===== src/rtl/adder_stream_pkg.sv =====
// adder_stream_pkg
//   Shared constants and types for the 64-bit adder streaming controller.
//   ADDER_W / ADDER_LAT : width and register depth of the attached adder wrapper.
//   occ_w()             : width of a counter that has to hold 0..DEPTH.
//   result_t            : one result FIFO entry {sum, cout}.
package adder_stream_pkg;

  localparam int ADDER_W   = 64;
  localparam int ADDER_LAT = 2;

  function automatic int occ_w(input int depth);
    return $clog2(depth + 1);
  endfunction

  typedef struct packed {
    logic [ADDER_W-1:0] sum;
    logic               cout;
  } result_t;

endpackage


===== src/rtl/adder_stream_fifo.sv =====
// adder_stream_fifo
//   Synchronous result FIFO with DEPTH entries (power of two) and async-reset
//   pointers/count. Push and pop may occur in the same cycle at any fill level.
//   Ports:
//     clk, rst        clock, asynchronous active-high reset
//     push, push_data write one entry (dropped if full with no pop)
//     pop             read request, ignored while empty
//     head            entry at the read pointer, 0 while empty
//     empty           no entries stored
//     count           number of stored entries, 0..DEPTH
module adder_stream_fifo
  import adder_stream_pkg::*;
#(
  parameter int DEPTH = 4
) (
  input  logic                      clk,
  input  logic                      rst,
  input  logic                      push,
  input  result_t                   push_data,
  input  logic                      pop,
  output result_t                   head,
  output logic                      empty,
  output logic [occ_w(DEPTH)-1:0]   count
);

  localparam int CW = occ_w(DEPTH);
  localparam int PW = (DEPTH > 1) ? $clog2(DEPTH) : 1;

  result_t       mem [DEPTH];
  logic [PW-1:0] wr_ptr;
  logic [PW-1:0] rd_ptr;
  logic          full;
  logic          do_push;
  logic          do_pop;

  assign empty   = (count == '0);
  assign full    = (count == CW'(DEPTH));
  assign do_pop  = pop & ~empty;
  // A push into a full FIFO is only legal when the same cycle frees a slot.
  assign do_push = push & (~full | do_pop);

  // Gating the head keeps the output at zero whenever nothing is stored.
  assign head = empty ? '0 : mem[rd_ptr];

  always_ff @(posedge clk) begin
    if (do_push) mem[wr_ptr] <= push_data;
  end

  // Pointers are PW bits wide and DEPTH is a power of two, so wrap is natural.
  always_ff @(posedge clk or posedge rst) begin
    if (rst) begin
      wr_ptr <= '0;
      rd_ptr <= '0;
      count  <= '0;
    end else begin
      if (do_push) wr_ptr <= wr_ptr + PW'(1);
      if (do_pop)  rd_ptr <= rd_ptr + PW'(1);
      unique case ({do_push, do_pop})
        2'b10:   count <= count + CW'(1);
        2'b01:   count <= count - CW'(1);
        default: count <= count;
      endcase
    end
  end

endmodule


===== src/rtl/adder_stream_ctrl_64u.sv =====
// adder_stream_ctrl_64u
//   Valid/ready front-end for a registered 64-bit adder wrapper with a fixed
//   LATENCY and no handshake of its own. Accepted operand pairs are tracked
//   with a tag pipe; when a tag exits, the wrapper's sum/cout are pushed into a
//   result FIFO. Credits (in-flight + stored) never exceed DEPTH, so no result
//   can ever find the FIFO full.
//
//   Handshake: a transfer happens on a rising clk edge where valid and ready
//   are both 1. in_ready depends only on internal counters (never on
//   in_valid); out_valid never depends on out_ready, and out_sum/out_cout hold
//   steady while out_valid is 1 and out_ready is 0.
//
//   Ports:
//     clk, rst                 clock, asynchronous active-high reset
//     in_valid/in_ready        operand pair handshake, in_a/in_b operands
//     adder_a/adder_b          to the wrapper (pass-through of in_a/in_b)
//     adder_sum/adder_cout     from the wrapper
//     out_valid/out_ready      result handshake, out_sum/out_cout result
//     stat_ops, stat_stall     only with ADDER_STREAM_STATS_EN defined:
//                              pop count and in_valid & !in_ready cycle count
module adder_stream_ctrl_64u
  import adder_stream_pkg::*;
#(
  parameter int WIDTH   = ADDER_W,
  parameter int LATENCY = ADDER_LAT,
  parameter int DEPTH   = 4
) (
  input  logic             clk,
  input  logic             rst,
  input  logic             in_valid,
  output logic             in_ready,
  input  logic [WIDTH-1:0] in_a,
  input  logic [WIDTH-1:0] in_b,
  output logic [WIDTH-1:0] adder_a,
  output logic [WIDTH-1:0] adder_b,
  input  logic [WIDTH-1:0] adder_sum,
  input  logic             adder_cout,
  output logic             out_valid,
  input  logic             out_ready,
  output logic [WIDTH-1:0] out_sum,
`ifdef ADDER_STREAM_STATS_EN
  output logic             out_cout,
  output logic [31:0]      stat_ops,
  output logic [31:0]      stat_stall
`else
  output logic             out_cout
`endif
);

  localparam int CW = occ_w(DEPTH);

  logic [LATENCY-1:0] tag_q;
  logic [CW-1:0]      in_flight;
  logic [CW-1:0]      fifo_count;
  logic [CW:0]        occupancy;
  logic               acc;
  logic               tag_exit;
  logic               pop;
  logic               fifo_empty;
  result_t            push_data;
  result_t            head;

  // The wrapper registers its own inputs, so operands go straight through.
  assign adder_a = in_a;
  assign adder_b = in_b;

  assign occupancy = {1'b0, in_flight} + {1'b0, fifo_count};
  assign in_ready  = (occupancy < (CW+1)'(DEPTH));
  assign acc       = in_valid & in_ready;

  // The last tag stage lines up with the wrapper output for that pair.
  assign tag_exit  = tag_q[LATENCY-1];
  assign push_data = '{sum: adder_sum, cout: adder_cout};

  assign out_valid = ~fifo_empty;
  assign pop       = out_valid & out_ready;
  assign out_sum   = head.sum;
  assign out_cout  = head.cout;

  always_ff @(posedge clk or posedge rst) begin
    if (rst) begin
      tag_q     <= '0;
      in_flight <= '0;
    end else begin
      tag_q <= (tag_q << 1) | LATENCY'(acc);
      unique case ({acc, tag_exit})
        2'b10:   in_flight <= in_flight + CW'(1);
        2'b01:   in_flight <= in_flight - CW'(1);
        default: in_flight <= in_flight;
      endcase
    end
  end

  adder_stream_fifo #(
    .DEPTH(DEPTH)
  ) u_fifo (
    .clk       (clk),
    .rst       (rst),
    .push      (tag_exit),
    .push_data (push_data),
    .pop       (pop),
    .head      (head),
    .empty     (fifo_empty),
    .count     (fifo_count)
  );

`ifdef ADDER_STREAM_STATS_EN
  always_ff @(posedge clk or posedge rst) begin
    if (rst) begin
      stat_ops   <= '0;
      stat_stall <= '0;
    end else begin
      if (pop)                  stat_ops   <= stat_ops + 32'd1;
      if (in_valid & ~in_ready) stat_stall <= stat_stall + 32'd1;
    end
  end
`endif

endmodule


===== config.mk =====
export PLATFORM = sky130hd
export DESIGN_NAME = adder_stream_ctrl_64u
export DESIGN_NICKNAME = d
export VERILOG_FILES = /design/src/rtl/adder_stream_pkg.sv /design/src/rtl/adder_stream_fifo.sv /design/src/rtl/adder_stream_ctrl_64u.sv
export SDC_FILE = /design/constraint.sdc
export NUM_CORES = 1
export LEC_CHECK = 0
export ABC_CLOCK_PERIOD_IN_PS = 2650
export BUFFER_PORTS_ARGS = -buffer_cell sky130_fd_sc_hd__buf_2
export CORE_MARGIN = 5
export CORE_UTILIZATION = 46
export DETAILED_ROUTE_END_ITERATION = 6
export GPL_TIMING_DRIVEN = 0
export PLACE_DENSITY = 0.79
export SLEW_MARGIN = 10
export SYNTH_ARGS = -nofsm -noshare
export SYNTH_HDL_FRONTEND = slang
export SYNTH_SLANG_ARGS = --single-unit

===== constraint.sdc =====
create_clock -name clk -period 2.65 [get_ports clk]
set_input_delay 0.53 -clock clk [delete_from_list [all_inputs] [get_ports clk]]
set_output_delay 0.53 -clock clk [all_outputs]
set_load 0.1 [all_outputs]

======== Yosys cells after proc, flatten, opt, wreduce, memory -nomap -nowiden ========
Memories as Yosys holds them, arrays and structs flattened.
Cells that the tools add are included.
storage, ports and cells
  register bits ........................... 12
  bits in writable memories ............... 260
  output and inout port bits .............. 195
  memories kept ........................... 1
cells by class
  add/sub/neg operators ................... 7
  magnitude comparators ................... 1
  equality and inequality tests ........... 5
  mux-type cells .......................... 5
  bitwise logic cells ..................... 8
  reductions and logical operators ........ 3
memory list
  name        words  bits a word  read ports  clocked after Yosys merged registers in  write ports  RTL line                 source
  u_fifo.mem  4      65           1           0                                        1            adder_stream_fifo.sv:29  result_t mem [DEPTH];
operator list
  operator                                                               number
  65-bit two-way mux                                                     1
  3-bit one-hot mux with 2 select lines                                  2
  3-bit by 1-bit adder with 3-bit output (second input constant)         2
  3-bit by 1-bit subtractor with 3-bit output (second input constant)    2
  2-bit by 1-bit adder with 2-bit output (second input constant)         2
  3-bit by 3-bit adder with 4-bit output                                 1
  1-bit AND                                                              4
  2-bit by 1-bit == test with 1-bit output (second input constant)       2
  2-bit == test (second input constant)                                  2
  4-bit by 3-bit < comparator with 1-bit output (second input constant)  1
  2-bit nonzero test                                                     2
  3-bit == test (second input constant)                                  1
  3-bit logical NOT                                                      1
  1-bit two-way mux                                                      2
  1-bit NOT                                                              2
  2-bit by 1-bit bitwise OR with 2-bit output                            1
  1-bit bitwise OR                                                       1

======== Longest topological paths before layout ========
Gate-level depths: netlist of the first run.
  word-level depth ........................ 8
  depth in mapped cells ................... 10

======== Modules after synthesis ========
Synthesis of the first run repeated with hierarchy kept, for this count alone.
second synthesis, totals
  cells, all modules ...................... 620
  area total of the unflattened synthesis .. 11592.4 sq um
modules (own cells, without submodules)
  module                 times used  cells an instance  area each (sq um)  seq. area each (sq um)
  adder_stream_fifo      1           467                10342.4            7982.7
  adder_stream_ctrl_64u  1           153                1249.9             125.1

======== Least setup slack after synthesis of the first run ========
No wires, ideal clock.
  path kind ............................... reg2reg
  start point ............................. register u_fifo.count[1]
  end point ............................... register in_flight[2]
  arrival time ............................ 4.814 ns
  data required time ...................... 2.525 ns
  slack ................................... -2.289 ns
  cell stages (with the launch flop) ...... 11
  period minus slack after synthesis ...... 4.939 ns
  cell sequence ........................... dfrtp_1 -> ha_1 -> and3_1 -> nor4_1 -> nand2_1 -> ha_1 -> inv_1 -> fa_1 -> xor2_1 -> nor2_1 -> xor2_1
on the way
  word-level cells in the longest chain between the ends .. 5
  elaborated cells on any way between the ends .. 7
  those cells by class .................... add/sub (1); order compare (1); eq/ne (2); mux (1); bitwise (1); reduce/logical (1)
ends and longest elaborated chain
  what                                                                         RTL line                     source
  from (decl)                                                                  adder_stream_fifo.sv:23      output logic [occ_w(DEPTH)-1:0] count
  from (signal assigned)                                                       adder_stream_fifo.sv:59      2'b10: count <= count + CW'(1);
  from (signal assigned)                                                       adder_stream_fifo.sv:60      2'b01: count <= count - CW'(1);
  from (signal assigned)                                                       adder_stream_fifo.sv:61      default: count <= count;
  3-bit by 3-bit adder with 4-bit output (*)                                   adder_stream_ctrl_64u.sv:67  assign occupancy = {1'b0, in_flight} + {1'b0, fifo_count};
  4-bit by 3-bit < comparator with 1-bit output (*)                            adder_stream_ctrl_64u.sv:68  assign in_ready = (occupancy < (CW+1)'(DEPTH));
  net in_ready                                                                 adder_stream_ctrl_64u.sv:31  output logic in_ready,
  1-bit AND (*)                                                                adder_stream_ctrl_64u.sv:69  assign acc = in_valid & in_ready;
  2-bit by 1-bit == test with 1-bit output or 2-bit == test (tied branches)    adder_stream_ctrl_64u.sv:86  unique case ({acc, tag_exit})
  3-bit one-hot mux with 2 select lines or 2-bit nonzero test (tied branches)  n/a
  to (signal assigned)                                                         adder_stream_ctrl_64u.sv:87  2'b10: in_flight <= in_flight + CW'(1);
  to (signal assigned)                                                         adder_stream_ctrl_64u.sv:88  2'b01: in_flight <= in_flight - CW'(1);
  to (signal assigned)                                                         adder_stream_ctrl_64u.sv:89  default: in_flight <= in_flight;
  to (decl)                                                                    adder_stream_ctrl_64u.sv:53  logic [CW-1:0] in_flight;
The timed path passes the listed nets; every way through them passes the cells marked *.
A chain may end at the register's enable or synchronous reset.

======== Worst setup path in the final report of the first run ========
  start point ............................. register u_fifo.rd_ptr[0]
  end point ............................... output port out_sum[25]
on the way
  word-level cells in the longest chain between the ends .. 2
ends and longest elaborated chain
  what                    RTL line                     source
  from (decl)             adder_stream_fifo.sv:31      logic [PW-1:0] rd_ptr;
  from (signal assigned)  adder_stream_fifo.sv:57      if (do_pop) rd_ptr <= rd_ptr + PW'(1);
  memory read 4 x 65 bit  n/a
  65-bit two-way mux      adder_stream_fifo.sv:43      assign head = empty ? '0 : mem[rd_ptr];
  to (decl)               adder_stream_ctrl_64u.sv:40  output logic [WIDTH-1:0] out_sum,
No other way between the ends.

==> impl_results.md, run 1 <==
- DR iter-0 viols: 497
- Routed vias/inst: 5.276
- Row cnt: 57
- Setup crit end kind: primary output
- Gate Count Post-Synth: 599
- #FFs+latches synth: 272
- Syn avg cell area: 19.17 sq um
- Cell area after layout: 15270 sq um
- TritonCTS clock tree: yes
- Antenna viol nets, final: 0
- Reg clk slew, reported paths: 0.06 ns
- Share of layout cells above drive strength 1: 61.87%
- Pins Over Slew Limit: 0
- Setup WS post-layout: -0.08452 ns
- Worst Hold Class: in -> async
- First drt pass iteration count: 5
- Die Y: 168.0 um
- Dpl ws: -0.2505 ns
- Vias in the first global route: 7132
- Setup Crit Path Kind: reg -> out
- CORE AREA: 24460 sq um
- Largest area contributor in the netlist: edfxtp_1
- RSZ-0062 raised after global routing: true
- Most used cell, CP: buf_12
- Startpoint types: flip-flop
- Drt drc: 0
- Final net count: 1116
- Initial antenna violation count: 20
- Htree depth: 1
- First-pass GRT wire length: 46480 um
- Clock Latency Late Sink: 0.54 ns
- Crit path cell chain: buf_6 -> buf_12 -> buf_12 -> mux4_2 -> and2_4 -> buf_12
- Post-layout util: 62.44%
- Num CTS Buffers: 28
- Max_slew headroom: 64.90%
- CTS Sinks: 272
- Syn_nets: 806
- Setup TNS: -1.239 ns
- Routability cong.: 0.9292
- Sequential element share of the synthesized area: 70.60%
- # IOs: 392
- GRT overflow: 0
- Top post-synthesis cells by area: edfxtp_1, mux4_2, buf_4, and2_1, dfrtp_1
- Detailed Place HPWL: 23750 um
- Worst Max-Slew Pin Slew: 0.5301 ns
- Synth cell types: 23
- Final min period: 2.735 ns
- Worst endpoint required time: 2.12 ns
- Cell Area, Synth: 11480 sq um
- Root buf cell: clkbuf_16
- CP max-delay cell: mux4_2
- Wire per inst: 26.48 um
- Clk buf depth: 3
- PortBufs: 263
- Failing checks: negative setup slack
- Die Area: 28230 sq um
- Period Utilization, post-route: 103.2%
- MaxCap Viol Count: 0
- CP Max Fanout: 6
- Area delta synth->final: 32.99%
- DRT Wirelength: 33610 um
- Final hold viol count: 0
- Final setup vio count: 46
- # fillers: 1673
- Placed instance area: 13340 sq um
- Max Clock Skew: 0.02416 ns
- Seq. cell area: 8108 sq um
- Share of the synthesized area in the top cell type: 67.98%
- WP data arrival: 2.20 ns
- Multi-input gate area in the final layout: 2322 sq um
- Hold_buf cts: 0
- Fmax: 365.7 MHz
- Routed vias: 6695
- Starting Density: 46.95%
- Die width: 168.0 um
- Outcome: complete, but fails checks
- CP peak stage delay: 0.54 ns
- Largest net degree at the start of global routing: 50
- Syn. warnings: 0
- Global-route usage over all layers: 22.24%
==> layout make-up <==
| class | instances | area share, % |
|---|---|---|
| flip-flops and latches | 272 | 53.08 |
| multi-input cells | 166 | 15.20 |
| repair buffers | 280 | 14.59 |
| plain buffers | 150 | 7.930 |
| clock buffers | 36 | 4.915 |
| well taps | 324 | 2.654 |
| clock inverters | 16 | 1.122 |
| inverters | 11 | 0.2703 |
| diodes | 14 | 0.2294 |
==> worst max-delay path, delay by kind of cell, from the launching register on <==
kind	cells	cell delay, ns
buf+inv	4	0.60
flops	1	0.34
mux	1	0.54
simple gates	1	0.18
==> Yosys cell counts (all sizes together) <==
library cell and n:
and2 71, and3 1, buf 141, clkbuf 9, dfrtp 12, edfxtp 260
fa 2, ha 8, inv 11, mux2 1, mux2i 2, mux4 65
nand2 1, nand3 1, nor2 2, nor4 1, o41a 1, or3 1
xnor2 5, xor2 4
==> stage by stage <==
stage | hold slack, ns | instances
floorplan | 0.3312 | 599
global placement | 0.3332 | 1186
detailed placement | 0.3528 | 1190
CTS | 0.004823 | 1252
global route | 0.04505 | 1262
finish | 0.007137 | 1269
==> cells by family (layout without fill, tap and decap cells) <==
family          Yosys count  after routing  share of synthesized area, %
mux                      68             68                         13.02
compound gates            1              1                       0.09804
fa+ha+maj                10             10                         1.220
simple gates             78             78                         4.173
other cells               0             14                             0
xor+xnor                  9              9                        0.6863
flops                   272            272                         70.60
buf+inv                 161            493                         10.21
==> flip-flops by register name, indices dropped and copies added, names as in the netlist <==
register / cells
u_fifo.rd_ptr: 2
u_fifo.count: 3
in_flight: 3
u_fifo.wr_ptr: 2
tag_q: 2
u_fifo.mem: 260
==> cells in the final DEF (no fill, tap or decap), types with 2 or more instances in the layout <==
| cell | synthesis | routed |
|---|---|---|
| mux4_2 | 65 | 65 |
| xnor2_1 | 5 | 5 |
| fa_1 | 2 | 2 |
| buf_8 | 0 | 2 |
| buf_2 | 6 | 196 |
| and2_4 | 0 | 39 |
| clkbuf_8 | 0 | 2 |
| and2_1 | 71 | 32 |
| edfxtp_1 | 260 | 260 |
| ha_1 | 8 | 8 |
| clkbuf_1 | 9 | 8 |
| buf_4 | 130 | 167 |
| clkbuf_16 | 0 | 33 |
| bufinv_16 | 0 | 3 |
| inv_1 | 11 | 11 |
| clkinv_1 | 0 | 5 |
| mux2i_1 | 2 | 2 |
| clkbuf_4 | 0 | 2 |
| clkbuf_2 | 0 | 3 |
| buf_6 | 1 | 9 |
| buf_12 | 4 | 40 |
| diode_2 | 0 | 14 |
| buf_16 | 0 | 4 |
| clkinv_4 | 0 | 2 |
| clkinv_2 | 0 | 4 |
| dfrtp_1 | 12 | 12 |
| nor2_1 | 2 | 2 |
| xor2_1 | 4 | 4 |
==> path summary, 6_finish.rpt <==
| path | depth (start not counted) | slack [ns] | endpoint | start |
|---|---|---|---|---|
| worst max-delay path | 6 | -0.08 | out_sum[25] | u_fifo.rd_ptr[0] |
| worst min-delay path | 2 | 0.007 | tag_q[0] | rst |
| worst max register to register | 9 | 0.33 | u_fifo.count[2] | u_fifo.count[1] |
| worst min register to register | 0 | 0.37 | tag_q[1] | tag_q[0] |
| max in group asynchronous | 2 | 2.32 | u_fifo.count[0] | rst |
| min in group clk | 1 | 0.20 | u_fifo.mem[2][28] | adder_sum[27] |
==> per-layer routing <==
metal	global-route usage (%)	share of wire, %	vias to the layer above
met5	0	0.24	-
met4	7.692	3.7	12
met3	7.362	9.9	80
met2	37.63	51	388
met1	26.95	35	3420
li1	-	-	2795
==> timing repair <==
item | 4_1_cts | 5_1_grt
gates resized for setup | 173 | 75
gates cloned | 1 | 3
setup endpoints to repair | 66 | 67
pin swaps | 12 | 15
setup buffers | 9 | 2
Power of run 1 is left out: the tool's default activity adds up to more than one toggle a clock period on the data nets, which glitch-free logic cannot reach.
==> run 2, diff against run 1 <==
--- a/config.mk
+++ b/config.mk
@@ -7,6 +7,7 @@
 export LEC_CHECK = 0
 export ABC_CLOCK_PERIOD_IN_PS = 2650
 export BUFFER_PORTS_ARGS = -buffer_cell sky130_fd_sc_hd__buf_2
+export CORE_ASPECT_RATIO = 0.75
 export CORE_MARGIN = 5
 export CORE_UTILIZATION = 46
 export DETAILED_ROUTE_END_ITERATION = 6
==> run 2 against run 1 <==
- the flow still finishes with violations (negative setup slack)
- critical endpoint is now out_sum[59]
- hold slack improved by 0.20 ns
- utilization about the same
- non-clock buffer count up 5
- critical path depth increased by 1
- clock skew shrank 0.011 ns
- sequential share of layout area fell by 0.67 points
- final cell count increased by 0.32%
- global-route usage decreased by 1.9 points
- maximum frequency about the same
==> impl_results.md, run 2 (synthesis gave the netlist of run 1 again) <==
- Drt drc: 0 (unchanged)
- Num CTS Buffers: 27 (-3.6%)
- Setup WS post-layout: -0.08657 ns (-0.002054 ns)
- WP data arrival: 2.21 ns (about the same)
- Area delta synth->final: 34.68%
- Wire per inst: 24.51 um (-7.5%)
- Starting Density: 46.36% (-0.59 points)
- Share of layout cells above drive strength 1: 62.84% (+0.97 points)
- Die width: 192.5 um (+15%)
- Global-route usage over all layers: 20.33% (-1.9 points)
- Worst Max-Slew Pin Slew: 0.5365 ns (+0.006395 ns)
- CP peak stage delay: 0.43 ns (-0.11 ns)
- Failing checks: negative setup slack
- Setup Crit Path Kind: reg -> out
- Worst reg2reg setup slack: 0.32 ns (about the same)
- CP max-delay cell: mux4_2
- Final setup vio count: 48 (+4.3%)
- PortBufs: 263 (unchanged)
- Worst endpoint required time: 2.12 ns (about the same)
- Final min period: 2.737 ns (+0.002054 ns)
- Worst hold stages: 1
- Hold path startpoint: adder_sum[60]
- First drt pass iteration count: 5 (unchanged)
- Row cnt: 50 (-12%)
- Detailed Place HPWL: 22160 um (-6.7%)
- Startpoint types: flip-flop
- DRT Wirelength: 31200 um (-7.2%)
- Initial antenna violation count: 13 (-35%)
- Period Utilization, post-route: 103.3% (about the same)
- First-pass GRT wire length: 42720 um (-8.1%)
- # IOs: 392 (unchanged)
- CORE AREA: 24770 sq um (+1.3%)
- Max Clock Skew: 0.01287 ns (-0.01129 ns)
- Htree depth: 1 (unchanged)
- Clk buf depth: 3 (unchanged)
- Root buf cell: clkbuf_16
- CTS Sinks: 272 (unchanged)
- Die Y: 146.8 um (-13%)
- RSZ-0062 raised after global routing: true
- TritonCTS clock tree: yes
- Outcome: complete, but fails checks
- Reg2reg path depth: 9 (unchanged)
- Antenna viol nets, final: 0 (unchanged)
- Routed vias/inst: 5.036 (-4.5%)
- Reg clk slew, reported paths: 0.06 ns (about the same)
- Most frequent cells in the layout: edfxtp_1, buf_2, buf_4
- Largest net degree at the start of global routing: 39 (-22%)
- Vias in the first global route: 6603 (-7.4%)
- Commonest non-fill, non-tap cell in the layout: edfxtp_1
- Clock Latency Late Sink: 0.53 ns (about the same)
- CP Max Fanout: 5 (-1)
- Final net count: 1120 (+0.36%)
- Max reg flops: 260 (unchanged)
- Routed vias: 6411 (-4.2%)
- GRT overflow: 0 (unchanged)
- Setup crit end kind: primary output
- Biggest regs: u_fifo.mem (260), in_flight (3), u_fifo.count (3)
- Hold Path Sink: u_fifo.mem[2][61]
- Crit path cell chain: buf_6 -> buf_4 -> buf_6 -> buf_12 -> mux4_2 -> and2_4 -> buf_12
- R2R Path Start: u_fifo.count[0]
- Worst Hold Class: in -> reg
- Routability cong.: 0.7823 (-16%)
- DR iter-0 viols: 398 (-20%)
- Pins Over Slew Limit: 0 (unchanged)
- Max_slew headroom: 64.48% (-0.42 points)
- Biggest register: u_fifo.mem
- Final hold viol count: 0 (unchanged)
- Fmax: 365.4 MHz (about the same)
- Setup TNS: -2.129 ns (-0.8906 ns)
- # fillers: 1759 (+5.1%)
- MaxCap Viol Count: 0 (unchanged)
- R2r endpoint: u_fifo.count[2]
- Die Area: 28260 sq um (+0.12%)
[run 2: cell types whose count changed in the layout (fill, tap and decap cells not counted), moves of 3 or more]
cell | previous run | this run
diode_2 | 14 | 4
clkbuf_1 | 8 | 4
and2_1 | 32 | 27
buf_12 | 40 | 49
buf_4 | 167 | 138
and2_4 | 39 | 44
clkbuf_8 | 2 | 6
clkbuf_2 | 3 | 6
buf_6 | 9 | 32
[run 2: area by class of cell]
| cell class | instances | area (sq um) | area share [%] |
|---|---|---|---|
| Sequential cell | 272 | 8108 | 52.42 |
| Timing Repair Buffer | 285 | 2402 | 15.53 |
| Multi-Input combinational cell | 166 | 2335 | 15.09 |
| Buffer | 150 | 1244 | 8.041 |
| Clock buffer | 35 | 745.7 | 4.821 |
| Tap cell | 338 | 422.9 | 2.734 |
| Clock inverter | 12 | 158.9 | 1.027 |
| Inverter | 11 | 41.29 | 0.2669 |
| Antenna cell | 4 | 10.01 | 0.06471 |
[run 2: timing repair]
action / 4_1_cts / 5_1_grt
hold endpoints to repair: 12 / 0
pin swaps: 8 / 13
resized for setup: 175 / 120
setup endpoints to repair: 66 / 65
buffers inserted: 5 / 8
cloned: 1 / 3
hold buffers: 1 / 0
[run 2: layer usage]
metal  vias up  global-route usage [%]  routed length (um)
li1       2777                       -                   -
met1      3271                   27.71               12100
met2       278                   31.81               15280
met3        67                   6.532                2866
met4        18                   5.809                 843
met5         -                       0                 109
[run 2: worst max-delay path, delay by kind of cell (launching register included)]
kind          cells  cell delay, ns
simple gates      1            0.20
buf+inv           5            0.65
flops             1            0.37
mux               1            0.43
[run 2: worst max path at each step]
stage	depth (start not counted)	slack, ns	start	endpoint
2_1_floorplan	10	-0.27	u_fifo.count[1]	in_flight[2]
3_3_place_gp	5	-0.26	u_fifo.count[0]	out_sum[26]
3_5_place_dp	5	-0.23	u_fifo.count[0]	out_sum[26]
4_1_cts	6	-0.15	u_fifo.rd_ptr[0]	out_sum[57]
5_1_grt	6	-0.16	u_fifo.rd_ptr[0]	out_sum[38]
6_report	7	-0.09	u_fifo.rd_ptr[0]	out_sum[59]
[run 2: per-stage QoR]
step | hold WS [ns] | cell area (sq um) | utilization, % | setup slack (ns) | std cells
floorplan | 0.3312 | 11510 | - | -0.2745 | 599
global placement | 0.3330 | 13250 | 53.46 | -0.2561 | 1200
detailed placement | 0.3355 | 13340 | 53.84 | -0.2260 | 1204
CTS | 0.1814 | 14870 | 60.04 | -0.1462 | 1258
global route | 0.1896 | 15470 | 62.43 | -0.1577 | 1273
finish | 0.2081 | 15470 | 62.43 | -0.08657 | 1273
Power of run 2 is left out for the same reason.
==> run 3, diff against run 2 <==
--- a/config.mk
+++ b/config.mk
@@ -5,14 +5,14 @@
 export SDC_FILE = /design/constraint.sdc
 export NUM_CORES = 1
 export LEC_CHECK = 0
-export ABC_CLOCK_PERIOD_IN_PS = 2650
+export ABC_CLOCK_PERIOD_IN_PS = 2700
 export BUFFER_PORTS_ARGS = -buffer_cell sky130_fd_sc_hd__buf_2
 export CORE_ASPECT_RATIO = 0.75
 export CORE_MARGIN = 5
-export CORE_UTILIZATION = 46
+export CORE_UTILIZATION = 50
 export DETAILED_ROUTE_END_ITERATION = 6
 export GPL_TIMING_DRIVEN = 0
-export PLACE_DENSITY = 0.79
+export PLACE_DENSITY = 0.82
 export SLEW_MARGIN = 10
 export SYNTH_ARGS = -nofsm -noshare
 export SYNTH_HDL_FRONTEND = slang
==> constraint.sdc (replaced) <==
create_clock -name clk -period 2.7 [get_ports clk]
set_input_delay 0.54 -clock clk [delete_from_list [all_inputs] [get_ports clk]]
set_output_delay 0.54 -clock clk [all_outputs]
set_load 0.1 [all_outputs]
==> run 3 against run 2 <==
- sequential share of layout area rose by 2.0 points
- via count is 0.76% higher
- hold slack lost 0.19 ns
- the flow still finishes with violations (negative setup slack)
- setup slack lost 0.0098 ns
- clock-buffer cell count shrank 5
- first-iteration DRC count increased by 34%
==> impl_results.md, run 3 (synthesis gave the netlist of run 1 again) <==
- Drt drc: 0 (unchanged)
- CP peak stage delay: 0.50 ns (+0.07 ns)
- Hold WS: 0.01820 ns (-0.1899 ns)
- Multi-input gate area in the final layout: 2295 sq um (-1.7%)
- Failing checks: negative setup slack
- DR iter-0 viols: 535 (+34%)
- Period Utilization, post-route: 103.6%
- Detailed Place HPWL: 23930 um (+8.0%)
- Starting Density: 50.32% (+4.0 points)
- Routability cong.: 0.8233 (+5.2%)
- Placed cells: 1166 (-3.2%)
- Worst Max-Slew Pin Slew: 0.6701 ns (+0.1337 ns)
- Biggest regs: u_fifo.mem (260), in_flight (3), u_fifo.count (3)
- CORE AREA: 22820 sq um (-7.9%)
- MaxCap Viol Count: 0 (unchanged)
- Htree depth: 1 (unchanged)
- Max Clock Skew: 0.02782 ns (+0.01495 ns)
- TritonCTS clock tree: yes
- Wire per inst: 26.62 um (+8.6%)
- Most used cell, CP: buf_12
- Row cnt: 48 (-4.0%)
- Commonest non-fill, non-tap cell in the layout: edfxtp_1
- Final setup vio count: 37 (-23%)
- DRT Wirelength: 32800 um (+5.1%)
- Area delta synth->final: 29.67%
- Fmax: 357.6 MHz
- Setup crit end kind: primary output
- Critical path startpoint: u_fifo.rd_ptr[0]
- Vias in the first global route: 6591 (-0.18%)
- Initial antenna violation count: 12 (-1)
- Die width: 185 um (-3.9%)
- R2R Path Start: u_fifo.count[0]
- Seq. cell area: 8108 sq um (unchanged)
- First drt pass iteration count: 4 (-1)
- # fillers: 1543 (-12%)
- Clk buf depth: 3 (unchanged)
- PortBufs: 263 (unchanged)
- Largest net degree at the start of global routing: 44 (+13%)
- Die Y: 141.3 um (-3.8%)
- Num CTS Buffers: 27 (unchanged)
- Root buf cell: clkbuf_16
- Final net count: 1116 (-0.36%)
- WP data arrival: 2.26 ns (+0.05 ns)
- Routed vias: 6460 (+0.76%)
- Post-layout util: 65.25% (+2.8 points)
- GRT overflow: 0 (unchanged)
- Outcome: complete, but fails checks
- Pins Over Slew Limit: 0 (unchanged)
- CP Max Fanout: 7 (+2)
- CP max-delay cell: mux4_2
- Routed vias/inst: 5.244 (+4.1%)
- Hold_buf cts: 0 (-1)
- # IOs: 392 (unchanged)
- RSZ-0062 raised after global routing: true
- First-pass GRT wire length: 45300 um (+6.0%)
- Share of layout cells above drive strength 1: 60.50% (-2.3 points)
- Setup Crit Path Kind: reg -> out
- Clock Latency Late Sink: 0.53 ns (about the same)
- Non-filler cells, final: 1232 (-3.2%)
- Setup WS post-layout: -0.09639 ns (-0.009815 ns)
- Startpoint types: flip-flop
- Die Area: 26130 sq um (-7.5%)
- Global-route usage over all layers: 24.06% (+3.7 points)
- Worst Hold Class: in -> async
- Worst endpoint required time: 2.16 ns (+0.04 ns)
- Final hold viol count: 0 (unchanged)
- Max_slew headroom: 55.63% (-8.8 points)
- Crit path cell chain: buf_6 -> buf_12 -> buf_8 -> buf_12 -> mux4_2 -> and2_4 -> buf_12
- Most frequent cells in the layout: edfxtp_1, buf_2, buf_4
- Biggest register: u_fifo.mem
- Max reg flops: 260 (unchanged)
- Dpl ws: -0.1275 ns (+0.09848 ns)
- Antenna viol nets, final: 0 (unchanged)
- Final min period: 2.796 ns
- Reg clk slew, reported paths: 0.06 ns (about the same)
- CTS Sinks: 272 (unchanged)
-- run 3: cell count changes in the layout (fill, tap and decap cells not counted), sizes merged --
cell | previous run | this run
clkinvlp | 1 | 2
clkinv | 7 | 15
bufbuf | 0 | 1
diode | 4 | 3
dlygate4sd3 | 1 | 0
bufinv | 3 | 1
buf | 422 | 419
clkbuf | 47 | 41
-- run 3: final cells by class --
type	instances	share of cell area [%]
flip-flops and latches	272	54.44
multi-input cells	166	15.41
repair buffers	282	14.18
plain buffers	149	7.713
clock buffers	30	4.613
well taps	300	2.521
clock inverters	19	0.7898
inverters	11	0.2773
diodes	3	0.05041
-- run 3: critical path: cells and delay by family (launching register included) --
kind,cells,cell delay (ns)
mux,1,0.50
buf+inv,5,0.67
flops,1,0.34
simple gates,1,0.20
-- run 3: per-layer routing --
layer / routed length (um) / track usage (%) / vias to the layer above
li1: - / - / 2773
met1: 12170 / 31.08 / 3299
met2: 16160 / 38.84 / 320
met3: 3860 / 10.53 / 52
met4: 486 / 4.363 / 16
met5: 123 / 0 / -
-- run 3: final timing paths --
kind / to / slack, ns / cells after the start
max: out_sum[37] / -0.1 / 7
max in group asynchronous: tag_q[0] / 2.35 / 2
min: u_fifo.rd_ptr[1] / 0.02 / 2
min reg2reg: tag_q[1] / 0.36 / 0
max reg2reg: u_fifo.count[2] / 0.35 / 9
min in group clk: u_fifo.mem[0][59] / 0.23 / 1
-- run 3: what timing repair did --
item | in CTS | in global routing
endpoints found under the setup margin | 65 | 66
setup buffers | 8 | 5
pin swaps | 2 | 1
cloned | 1 | 1
gates resized for setup | 186 | 8
-- run 3: stage by stage --
step,TNS [ns],cell area (sq um)
2_1_floorplan,-0.4211,11510
3_3_place_gp,-52.39,13200
3_5_place_dp,-1.172,13310
4_1_cts,-2.824,14800
5_1_grt,-6.610,14890
6_report,-1.712,14890
Power of run 3 is left out for the same reason.
